===== src/rtl/clyde_tweak_sched.sv =====
// rtl/clyde_tweak_sched.sv - Clyde-128 tweak schedule sequencer driving an external phi_dual
// Emits NSTEPS+1 tweak values per run over a valid/ready stream; all stream outputs are registered.
module clyde_tweak_sched #(
    parameter int NSTEPS = 6,
    parameter int CW     = 3
) (
    input  logic          clk,
    input  logic          nrst,
    input  logic          start,
    input  logic          decrypt,
    input  logic [127:0]  tweak_in,
    output logic [127:0]  phi_in,
    output logic          phi_inverse,
    input  logic [127:0]  phi_out,
    output logic          tk_valid,
    input  logic          tk_ready,
    output logic [127:0]  tweak_out,
    output logic [CW-1:0] tk_step,
    output logic          tk_last,
    output logic          busy,
    output logic          done
);

    localparam logic [CW-1:0] LAST_STEP = CW'(NSTEPS);

    typedef enum logic [1:0] {
        S_IDLE = 2'd0,
        S_EMIT = 2'd1,
        S_DONE = 2'd2
    } state_t;

    state_t          r_state;
    logic [127:0]    r_tweak;
    logic            r_mode;
    logic [CW-1:0]   r_step;
    logic            r_valid;
    logic            r_last;
    logic            r_busy;
    logic            r_done;
    logic [CW-1:0]   w_step_nx;

    assign w_step_nx = r_step + 1'b1;

    always_ff @(posedge clk or negedge nrst) begin
        if (!nrst) begin
            r_state <= S_IDLE;
            r_tweak <= '0;
            r_mode  <= 1'b0;
            r_step  <= '0;
            r_valid <= 1'b0;
            r_last  <= 1'b0;
            r_busy  <= 1'b0;
            r_done  <= 1'b0;
        end else begin
            case (r_state)
                S_IDLE: begin
                    r_done <= 1'b0;
                    if (start) begin
                        r_tweak <= tweak_in;
                        r_mode  <= decrypt;
                        r_step  <= '0;
                        r_valid <= 1'b1;
                        r_busy  <= 1'b1;
                        r_last  <= (LAST_STEP == '0);
                        r_state <= S_EMIT;
                    end
                end
                S_EMIT: begin
                    if (tk_ready) begin
                        if (r_step != LAST_STEP) begin
                            // phi_out is derived from r_tweak/r_mode, so this is the next schedule value
                            r_tweak <= phi_out;
                            r_step  <= w_step_nx;
                            r_last  <= (w_step_nx == LAST_STEP);
                        end else begin
                            r_valid <= 1'b0;
                            r_last  <= 1'b0;
                            r_busy  <= 1'b0;
                            r_done  <= 1'b1;
                            r_state <= S_DONE;
                        end
                    end
                end
                S_DONE: begin
                    r_done  <= 1'b0;
                    r_state <= S_IDLE;
                end
                default: begin
                    r_valid <= 1'b0;
                    r_last  <= 1'b0;
                    r_busy  <= 1'b0;
                    r_done  <= 1'b0;
                    r_state <= S_IDLE;
                end
            endcase
        end
    end

    assign phi_in      = r_tweak;
    assign phi_inverse = r_mode;
    assign tweak_out   = r_tweak;
    assign tk_step     = r_step;
    assign tk_valid    = r_valid;
    assign tk_last     = r_last;
    assign busy        = r_busy;
    assign done        = r_done;

endmodule


===== config.mk =====
export PLATFORM = sky130hd
export DESIGN_NAME = clyde_tweak_sched
export DESIGN_NICKNAME = d
export VERILOG_FILES = /design/src/rtl/clyde_tweak_sched.sv
export SDC_FILE = /design/constraint.sdc
export NUM_CORES = 1
export LEC_CHECK = 0
export CAP_MARGIN = 5
export CORE_AREA = 2 2 203 205
export DETAILED_ROUTE_END_ITERATION = 10
export DIE_AREA = 0 0 205 207
export PLACE_DENSITY = 0.58
export SLEW_MARGIN = 30
export SYNTH_ARGS = -nofsm -noshare
export SYNTH_HDL_FRONTEND = slang
export SYNTH_SLANG_ARGS = --single-unit
export TNS_END_PERCENT = 1

===== constraint.sdc =====
create_clock -name clk -period 2.1 [get_ports clk]
set_input_delay 0.525 -clock clk [delete_from_list [all_inputs] [get_ports clk]]
set_output_delay 0.525 -clock clk [all_outputs]
set_load 0.02 [all_outputs]

# Word-level counts from Yosys, hierarchy flattened
# Index checks and enable logic that the tools add are counted.
[classes]
addsub = 1
eq_ne = 8
n_mux = 23
n_bitwise = 1
n_reduce_logical = 8
[ops]
columns = ["cell", "count"]
rows = [
  ["2-to-1 mux 128 bit", 3],
  ["case mux 128 bit (2 select lines)", 1],
  ["2-to-1 mux 1 bit", 9],
  ["2-to-1 mux 3 bit", 3],
  ["inequality test 2 bit (second input constant)", 4],
  ["AND reduction 4 bit", 2],
  ["2-to-1 mux 2 bit", 3],
  ["case mux 1 bit (3 select lines)", 2],
  ["case mux 3 bit (2 select lines)", 1],
  ["AND reduction 3 bit", 2],
  ["case mux 2 bit (2 select lines)", 1],
  ["AND reduction 2 bit", 2],
  ["adder 3 x 1 -> 3 bit (second input constant)", 1],
  ["== test 3 bit (second input constant)", 1],
  ["inequality test 3 bit (second input constant)", 1],
  ["== test 2 x 1 -> 1 bit (second input constant)", 1],
  ["== test 2 bit (second input constant)", 1],
  ["logical NOT 2 bit", 1],
  ["nonzero test 2 bit", 1],
  ["NOT 1 bit", 1],
]
[word_totals]
reg_bits = 137
out_inout_bits = 264

# Longest topological paths before layout
[logic_depth]
ltp_word = 5
ltp_mapped = 8
mapped_depth_nobuf = 5

# Least setup slack after synthesis
# Ideal clock, no wire load.
[synth_path]
kind = "reg2reg"
start = "register r_step[0] (netlist: tk_step[0])"
end = "register r_tweak[77] (netlist: phi_in[77])"
setup_time_ns = 0.137
arrival_time_ns = 1.693
t_required_ns = 1.963
slack_ns = 0.270
stages_incl_launch_ff = 9
cell_sequence = "dfrtp_1 -> inv_1 -> ha_1 -> a21bo_1 -> buf_2 -> buf_2 -> buf_2 -> o32ai_1 -> a21oi_1"
[synth_via]
elab_chain_len = 3
[synth_lines]
columns = ["element", "line_no", "source"]
rows = [
  ["start: declaration", "35", "logic [CW-1:0] r_step;"],
  ["start signal: assignment", "73", "r_step <= w_step_nx;"],
  ["inequality test 3 bit", "70", "if (r_step != LAST_STEP) begin"],
  ["inequality test 2 bit (no source line)", "--", ""],
  ["AND reduction 4 bit (no source line)", "--", ""],
  ["end signal: assignment", "59", "r_tweak <= tweak_in;"],
  ["end signal: assignment", "72", "r_tweak <= phi_out;"],
  ["end: declaration", "33", "logic [127:0] r_tweak;"],
]
# Every way passes these cells.
# A chain may end at the register's enable or synchronous reset.

# Worst setup path after layout
[layout_path]
start = "register r_tweak[2] (netlist: phi_in[2])"
end = "output phi_in[2]"
[layout_lines]
columns = ["element", "line_no", "source"]
rows = [
  ["end: declaration", "12", "output logic [127:0] phi_in,"],
]
# No word-level cell between the ends.

==> metrics <==
Post-Syn Area=around 7300 µm²; buffers plus inverters on the worst setup path=1; initial antenna violation count=2; Num Clock Sinks=137; Final WS setup=~0.053 ns; antenna viol nets, final=0; top cell type's share of synthesized area=47.1%; IR Drop Worst-Case VDD=between 600 and 700 µV; fraction of registers with async set or reset after synthesis=100%; DIE WIDTH=205 µm; routed vias=between 7000 and 8000; DRC viols=0; Register-to-Register Path Depth=7; share of layout cells above drive strength 1=5.51%; DR vias/cell=4.32; Starting Density=18.0%; DP HPWL=between 20 and 25 mm; largest net degree at the start of global routing=94; DR WL/cell=18.5 µm; syn nets=1026; vias in the first global route=roughly 7500; sequential element share of the synthesized area=a little under half; pre-CTS setup slack=-0.105 ns; slowest stage cell, crit path=clkdlybuf4s50_1; CTS tree=built; Pleak=4.80 nW; I/O pin count=525; clock skew=0.00659 ns; Netlist cell types=29; PortBufs=524; Clock Latency Late Sink=0.43 ns; Fillers=4281; die area=42400 µm²; final setup vio count=0; critical path endpoint category=output pin; family with the most delay on the worst path=buffers and inverters; HP Class=reg -> reg; Critical Path Stages=1; CP peak stage delay=0.64 ns; top post-synthesis cells by area=dfrtp_1 (47%), o32ai_1 (16%), buf_4 (13%); Slew Limit Fails=0; first-pass GRT wire length=45.8 mm; Final Cycle Share=97.5%; Tmin final=2.05 ns; Yosys warning count=0; Remaining Overflow, GRT=0; Worst Hold Depth=2; fmax=slightly below 0.5 GHz; Primary FF master, synth=dfrtp_1; pwr/cell area=1640 nW/µm²; RSZ-0062 raised after global routing=no; CTS root buf=clkbuf_16; Worst EP arrival=1.52 ns; number of synthesized flops with an enable pin=0; DRT Wirelength=just over 30 mm; area grow syn2layout=75.6%; Core Region=40400 µm²; Synth Register Bits=approximately 140; CTS buffer count=17; status=complete, no violations; setup TNS=0 ns; GRT Total Usage=14.2%; Nets=1395; Rows=74; Setup crit start kind=flip-flop; Slew headroom=between 60% and 70%; Least-Margin Pin Slew=0.504 ns; max-cap violations=0; Iteration-0 DRC Markers=485; Die Height=207 µm; crit-path max FO=3; Mapped Cells=762; Placer Congestion=approximately 0.80; overall power consumption=21.0 mW; Hold Fails Final Rpt=0; detailed-router iteration count before antenna repair=4; H-tree levels=4; Setup CP Type=reg -> out; CP Cell Sequence=clkdlybuf4s50_1; cell taking the most area after synthesis=dfrtp_1; mean post-synth cell area=around 9.6 µm²; CTS Buffer Depth=2; Worst-path clk slew=0.06 ns; Req. time, crit path=approximately 1.6 ns
-- worst paths after layout --
| check | from | to | slack (ns) |
|---|---|---|---|
| worst min register to register | phi_inverse | phi_inverse | 0.50 |
| worst max register to register | tk_step[0] | phi_in[26] | 0.15 |
| max in group asynchronous | nrst | phi_in[123] | 0.92 |
| worst min-delay path | phi_inverse | phi_inverse | 0.50 |
| worst max-delay path | phi_in[2] | phi_in[2] | 0.05 |
| min in group asynchronous | nrst | phi_in[32] | 0.61 |
-- what timing repair did --
| action | 4_1_cts | 5_1_grt |
|---|---|---|
| buffers inserted | 0 | 0 |
| gates resized for setup | 10 | 5 |
| hold buffers | 1 | 0 |
| setup endpoints to repair | 11 | 5 |
| endpoints found under the hold margin | 15 | 0 |
-- per-stage QoR --
| step | utilization [%] | cell area (µm²) | std cells | hold slack, ns |
|---|---|---|---|---|
| after floorplan | - | 7290 | 762 | 0.229 |
| after global placement | 30.3 | 12200 | 1643 | 0.468 |
| after detailed placement | 30.3 | 12200 | 1643 | 0.477 |
| after CTS | 31.6 | 12800 | 1675 | 0.494 |
| after global routing | 31.7 | 12800 | 1677 | 0.514 |
| final | 31.7 | 12800 | 1677 | 0.497 |
-- sequential cells by signal, summed over array words and instances (netlist names) --
signal and count:
phi_inverse 1, tk_step 3, tk_last 1, done 1, r_state 2, busy 1
phi_in 128
-- layer usage --
metal  wire length [µm]  global-route usage (%)  vias to the layer above
met1              12300                    16.3                     3463
met2              15800                    25.0                      368
met4                510                    4.24                        0
met5                  0                       0                        -
met3               2460                    4.48                       22
li1                   -                       -                     3398
-- logic make-up (layout without fill, tap and decap cells) --
family | count (synthesis) | count (layout) | share of synthesized area [%]
other cells | 0 | 2 | 0
simple gates | 148 | 148 | 8.21
fa+ha+maj | 3 | 3 | 0.515
compound gates | 266 | 266 | 25.3
xor+xnor | 1 | 1 | 0.120
buf+inv | 207 | 588 | 18.8
flops | 137 | 137 | 47.1
-- placed cells by master (no fill, tap or decap), drive strengths merged --
cell,n
clkinv,5
dlymetal6s2s,5
clkbuf,23
nand2,5
dlygate4sd3,1
nor2b,2
o311ai,3
o21ai,1
nand2b,3
clkdlybuf4s50,509
clkinvlp,3
o31ai,1
inv,4
nor3b,1
o32ai,129
a21bo,1
nor2,131
diode,2
and2,1
ha,3
o2bb2ai,1
or3b,1
nand3,3
o21bai,1
and3,1
dlygate4sd2,9
xor2,1
buf,29
o22ai,1
dfrtp,137
a21oi,128
-- layout make-up --
type | count | area (µm²) | share of cell area [%]
Antenna cell | 2 | 5.00 | 0.0391
Clock buffer | 23 | 478 | 3.74
Clock inverter | 8 | 47.5 | 0.372
Inverter | 4 | 15.0 | 0.117
Multi-Input combinational cell | 418 | 2510 | 19.6
Sequential cell | 137 | 3430 | 26.8
Tap cell | 532 | 666 | 5.20
Timing Repair Buffer | 553 | 5640 | 44.1
-- power breakdown --
group	total, mW	internal, mW	switching (mW)	leakage (nW)
logic	12.9	6.10	6.75	3.01
registers	5.41	3.99	1.42	1.54
clock network	2.74	1.58	1.15	0.255
-- synthesized netlist by cell type, types with 2 or more instances --
master and count:
buf_1 6, buf_2 22, o311ai_0 2, buf_6 11
dfrtp_1 137, nor2_1 131, nand2b_1 2, o32ai_1 129
a21oi_1 128, nor2b_1 2, buf_4 129, ha_1 3
nand2_1 5, inv_1 4, clkbuf_1 35, nand3_1 3
Power figures use the tool's default switching activity.
